<file path="src/rtl/mips_run_ctrl.sv">
// mips_run_ctrl: run controller for the 16-bit single-cycle MIPS core.
// Holds the core in reset, runs it for a bounded number of cycles, and
// detects a halted program when the PC stops moving. Every ALU result is
// folded into a rolling signature so that a run can be judged pass or fail.
module mips_run_ctrl #(
  parameter int unsigned PC_W         = 16,
  parameter int unsigned DATA_W       = 16,
  parameter int unsigned CNT_W        = 16,
  parameter int unsigned RESET_CYCLES = 5,
  parameter int unsigned MAX_CYCLES   = 45,
  parameter int unsigned STALL_CYCLES = 4
) (
  input  logic              i_clk,
  input  logic              i_reset,
  input  logic              i_start,
  input  logic [PC_W-1:0]   i_pc_in,
  input  logic [DATA_W-1:0] i_alu_in,
  output logic              o_cpu_reset,
  output logic              o_busy,
  output logic              o_done,
  output logic              o_halted,
  output logic              o_timed_out,
  output logic [CNT_W-1:0]  o_cycle_count,
  output logic [DATA_W-1:0] o_signature,
  output logic [PC_W-1:0]   o_last_pc
);

  // The hold counter runs 0..RESET_CYCLES-1; the stall counter runs 0..STALL_CYCLES.
  localparam int unsigned HOLD_W  = (RESET_CYCLES > 1) ? $clog2(RESET_CYCLES) : 1;
  localparam int unsigned STALL_W = $clog2(STALL_CYCLES + 1);

  typedef enum logic [1:0] {
    S_IDLE,
    S_HOLD,
    S_RUN,
    S_DONE
  } state_t;

  state_t              r_state;
  logic [HOLD_W-1:0]   r_hold_cnt;
  logic [STALL_W-1:0]  r_stall_cnt;
  logic                r_cpu_reset;
  logic                r_busy;
  logic                r_done;
  logic                r_halted;
  logic                r_timed_out;
  logic [CNT_W-1:0]    r_cycle_count;
  logic [DATA_W-1:0]   r_signature;
  logic [PC_W-1:0]     r_last_pc;

  logic                w_first_run;
  logic                w_pc_same;
  logic [CNT_W-1:0]    w_cycle_next;
  logic [DATA_W-1:0]   w_sig_next;
  logic [STALL_W-1:0]  w_stall_next;
  logic                w_halt;
  logic                w_timeout;
  logic                w_hold_last;

  // Cycle count is cleared on every start, so zero marks the first RUN cycle.
  assign w_first_run  = (r_cycle_count == '0);
  assign w_pc_same    = (i_pc_in == r_last_pc);
  assign w_cycle_next = r_cycle_count + CNT_W'(1);
  assign w_sig_next   = {r_signature[DATA_W-2:0], r_signature[DATA_W-1]} ^ i_alu_in;
  assign w_stall_next = w_first_run ? '0 :
                        (w_pc_same ? (r_stall_cnt + STALL_W'(1)) : '0);

  // Termination tests look at the values this RUN cycle is about to commit.
  assign w_halt      = (w_stall_next == STALL_W'(STALL_CYCLES));
  assign w_timeout   = (w_cycle_next == CNT_W'(MAX_CYCLES));
  assign w_hold_last = (r_hold_cnt == HOLD_W'(RESET_CYCLES - 1));

  // Run sequencer: state, counters, signature and all registered outputs.
  always_ff @(posedge i_clk) begin
    if (i_reset) begin
      r_state       <= S_IDLE;
      r_hold_cnt    <= '0;
      r_stall_cnt   <= '0;
      r_cpu_reset   <= 1'b1;
      r_busy        <= 1'b0;
      r_done        <= 1'b0;
      r_halted      <= 1'b0;
      r_timed_out   <= 1'b0;
      r_cycle_count <= '0;
      r_signature   <= '0;
      r_last_pc     <= '0;
    end else begin
      case (r_state)
        S_IDLE, S_DONE: begin
          // A new run clears the results of the previous one; last_pc is kept.
          if (i_start) begin
            r_state       <= S_HOLD;
            r_hold_cnt    <= '0;
            r_stall_cnt   <= '0;
            r_cpu_reset   <= 1'b1;
            r_busy        <= 1'b1;
            r_done        <= 1'b0;
            r_halted      <= 1'b0;
            r_timed_out   <= 1'b0;
            r_cycle_count <= '0;
            r_signature   <= '0;
          end
        end

        S_HOLD: begin
          if (w_hold_last) begin
            r_state     <= S_RUN;
            r_cpu_reset <= 1'b0;
          end else begin
            r_hold_cnt <= r_hold_cnt + HOLD_W'(1);
          end
        end

        S_RUN: begin
          r_cycle_count <= w_cycle_next;
          r_signature   <= w_sig_next;
          r_last_pc     <= i_pc_in;
          r_stall_cnt   <= w_stall_next;
          // A halt wins over a timeout landing on the same cycle.
          if (w_halt || w_timeout) begin
            r_state     <= S_DONE;
            r_cpu_reset <= 1'b1;
            r_busy      <= 1'b0;
            r_done      <= 1'b1;
            r_halted    <= w_halt;
            r_timed_out <= w_timeout & ~w_halt;
          end
        end

        default: begin
          r_state <= S_IDLE;
        end
      endcase
    end
  end

  assign o_cpu_reset   = r_cpu_reset;
  assign o_busy        = r_busy;
  assign o_done        = r_done;
  assign o_halted      = r_halted;
  assign o_timed_out   = r_timed_out;
  assign o_cycle_count = r_cycle_count;
  assign o_signature   = r_signature;
  assign o_last_pc     = r_last_pc;

endmodule

</file>
<file path="config.mk">
export PLATFORM = sky130hd
export DESIGN_NAME = mips_run_ctrl
export DESIGN_NICKNAME = d
export VERILOG_FILES = /design/src/rtl/mips_run_ctrl.sv
export SDC_FILE = /design/constraint.sdc
export NUM_CORES = 1
export LEC_CHECK = 0
export BUFFER_PORTS_ARGS = -buffer_cell sky130_fd_sc_hd__clkbuf_2
export CAP_MARGIN = 20
export CORE_UTILIZATION = 52
export CTS_CLUSTER_DIAMETER = 30
export CTS_CLUSTER_SIZE = 16
export DETAILED_ROUTE_END_ITERATION = 16
export GPL_ROUTABILITY_DRIVEN = 0
export PLACE_DENSITY = 0.88
export SYNTH_ARGS = -nofsm -noshare
export SYNTH_HDL_FRONTEND = slang
export SYNTH_SLANG_ARGS = --single-unit
</file>
<file path="constraint.sdc">
create_clock -name i_clk -period 3 [get_ports i_clk]
set_input_delay 0.3 -clock i_clk [delete_from_list [all_inputs] [get_ports i_clk]]
set_output_delay 0.3 -clock i_clk [all_outputs]
set_load 0.02 [all_outputs]
</file>
==> impl_metrics.py <==
metrics = {
    "setup_path": {
        "cp_slowest_cell": "a2111o_1",
        "critPathRequiredTime_ns": 3.23,
        "startpoint_type": "flip-flop",
        "crit_path_start": "o_cycle_count[1]",
        "worstSetupPathType": "flip-flop to flip-flop",
        "crit_arrival_ns": 3.00,
        "r2r_start": "o_cycle_count[1]",
        "r2r_setup_slack_ns": 0.23,
        "path_delay_family": "compound AO/OA/AOI/OAI gates",
        "crit_chain": "ha_1, nand3_2, nor4_4, nand3_1, a2111o_1, o21ai_4, nand3_2, a221o_1",
        "reg2regPathDepth": 8,
        "path_max_fanout": 9,
        "cp_num_buf_inv": 0,
        "cpMostUsedCell": "nand3_2",
        "timing.rr.end": "o_cpu_reset",
        "slowest_delay_ns": 0.50,
        "timing.critical_path.to_type": "flip-flop",
    },
    "logic_synthesis": {
        "yosysWarnings": 0,
        "synth_seq_cells": 61,
        "synth.most_common_cell": "nor2_1",
        "yosysTopAreaCell": "dfxtp_1",
        "async_reset_ff_frac": 0,
        "syn_nets": 409,
        "ys_top_cells_by_count": "65 x nor2_1, 61 x dfxtp_1, 27 x xor2_1, 21 x a22oi_1, 19 x nand2_1",
        "synthDistinctLibCells": 44,
        "ys_seq_area_frac": 0.389,
        "netlist.area_leader.share": 0.389,
        "synth_area_leaders": "dfxtp_1 39%, nor2_1 7.8%, xor2_1 7.5%, mux2i_1 5.4%, a22oi_1 5.0%",
        "synth_ff_type": "dfxtp_1",
        "synth_area_per_cell_um2": 8.58,
        "synth-edff-count": 0,
        "synth_cells": 366,
        "syn-cell-area_mm2": 0.00314,
    },
    "cts": {
        "cts_resized": 0,
        "cts.path.max_buffers": 2,
        "hold_buffers": 0,
        "clock-sinks": 61,
        "cts_max_level": 3,
        "cts_tree": "yes",
        "clk_pin_slew_worst_paths_ns": 0.07,
        "postCtsSetupRepairBufs": 0,
        "cts_root_buf": "clkbuf_8",
        "clk_latency_ns": 0.34,
        "cts_buffers": 9,
    },
    "drt": {
        "ant_nets": 0,
        "drtIter0Drc": 210,
        "wirelength_mm": 7.19,
        "vias": 2935,
        "dr.pass1.iters": 4,
        "wl_per_cell_um": 13.8,
        "via_per_inst": 5.63,
        "drc": 0,
    },
    "global_routing": {
        "overflow": 0,
        "grt_pass1_wl_mm": 12.0,
        "grt_pass1_vias": 2682,
        "grt_use_total": 0.243,
        "grt_max_degree": 47,
        "antenna_found_initial": 0,
    },
    "finish": {
        "final_util": 0.668,
        "drive_gt1_frac": 0.256,
        "fin_nets": 487,
        "fillers": 463,
        "area_growth_pct": 20.8,
        "diodes": 0,
    },
    "sta": {
        "rsz0062_at_grt": "false",
        "fmax_ghz": 0.361,
        "setup_violations": 0,
        "hold_viol": 0,
        "relSlewSlack": 0.381,
        "fin_hold_ws_ns": 0.225,
        "worst_slew_pin_slew_ns": 0.929,
        "finalCritPeriodShare": 0.924,
        "post-route-min-period_ns": 2.77,
        "finalClockSkew_ns": 0.00899,
        "tns_ns": 0,
        "slew_violations": 0,
    },
    "floorplan": {
        "num_rows": 27,
        "die-height_um": 79.7,
        "fp.coreArea_mm2": 0.00568,
        "start_util": 0.553,
        "floorplan.die_area_mm2": 0.00635,
        "die_w_um": 79.7,
        "ios": 88,
    },
    "hold_path": {
        "min-delay-start": "i_pc_in[10]",
        "min_to": "o_last_pc[10]",
        "hold_depth": 3,
        "hp-class": "primary input to flip-flop",
    },
    "placement": {
        "post-dp-hpwl_mm": 5.02,
        "io_buffers": 87,
    },
    "power_and_ir_drop": {
        "total_power_uw": 2560,
        "ir_drop_uv": 434,
        "leakagePower_uw": 0.00167,
        "power.density_mw_per_mm2": 675,
    },
    "run": {
        "cap_violations": 0,
    },
    "outcome": {
        "status": "finished clean",
    },
}
area by class of cell:
| type | instances | area, um^2 | share of cell area |
|---|---|---|---|
| clock buffers | 10 | 128 | 0.0336 |
| inverters | 8 | 30.0 | 0.00792 |
| multi-input cells | 272 | 1790 | 0.471 |
| clock inverters | 6 | 63.8 | 0.0168 |
| repair buffers | 92 | 473 | 0.125 |
| flip-flops and latches | 61 | 1220 | 0.322 |
| well taps | 72 | 90.1 | 0.0237 |
per-stage QoR:
step,instances,setup WS [ns],area [um^2]
after floorplan,366,0.414,3140
after global placement,505,0.427,3600
after detailed placement,505,0.337,3600
after CTS,521,0.256,3790
after global routing,521,0.0830,3790
final,521,0.227,3790
where the power goes:
part | leakage (uW) | switching (uW) | internal, uW
logic | 0.00108 | 527 | 315
clock network | 0.0000923 | 339 | 382
registers | 0.000494 | 87.6 | 911
total | 0.00167 | 953 | 1610
how the worst max path moves through the flow:
stage / depth (start not counted) / endpoint
4_1_cts: 8 / o_cpu_reset
2_1_floorplan: 8 / o_cpu_reset
5_1_grt: 8 / o_cpu_reset
3_3_place_gp: 8 / o_cpu_reset
6_report: 8 / o_cpu_reset
3_5_place_dp: 8 / o_cpu_reset
sequential cells by signal, indices dropped and copies added (netlist names), 2 cells and up:
name / cells
o_signature: 16
r_state: 2
r_stall_cnt: 3
r_hold_cnt: 3
o_last_pc: 16
o_cycle_count: 16
cells by family after synthesis:
group	share of synthesized area
buffers and inverters	0.0418
muxes	0.0578
DFF	0.389
xor gates and xnor gates	0.114
and+or+nand+nor	0.212
AOI/OAI and AO/OA	0.153
adders and majority gates	0.0319
tightest hold or removal path, cell delays in order:
cell,delay (ns)
clkbuf_2,0.10
mux2i_1,0.06
nor2_1,0.07
layer usage:
| metal | global-route usage | wire [um] | share of wire |
|---|---|---|---|
| met1 | 0.298 | 3150 | 0.44 |
| met5 | 0 | 0 | 0 |
| met3 | 0.0720 | 449 | 0.062 |
| met4 | 0.104 | 167 | 0.023 |
| met2 | 0.394 | 3430 | 0.48 |
cells in the final DEF (no fill, tap or decap), types with 2 or more instances in the layout:
cell / netlist / routed
nand3_1: 10 / 10
inv_1: 8 / 8
xnor2_1: 14 / 14
nor4_1: 8 / 8
clkinvlp_4: 0 / 2
nand2_1: 19 / 19
dfxtp_1: 61 / 61
clkbuf_8: 0 / 9
nor2b_1: 3 / 3
nor3_1: 4 / 4
and3_1: 3 / 3
nor3b_1: 2 / 2
xor2_1: 27 / 27
a31oi_1: 4 / 4
or3_1: 2 / 2
mux2i_1: 17 / 17
a22oi_1: 21 / 21
nand3b_1: 2 / 2
ha_1: 8 / 8
nand3_2: 2 / 2
buf_4: 0 / 5
o21a_1: 2 / 2
nand4_1: 7 / 7
and2_1: 2 / 2
clkinv_2: 0 / 2
a311oi_1: 5 / 5
a21oi_1: 15 / 15
a41oi_1: 2 / 2
o21ai_0: 13 / 13
nor2_1: 65 / 65
clkbuf_2: 0 / 87
Note: power is estimated with default switching activity, not from simulation.
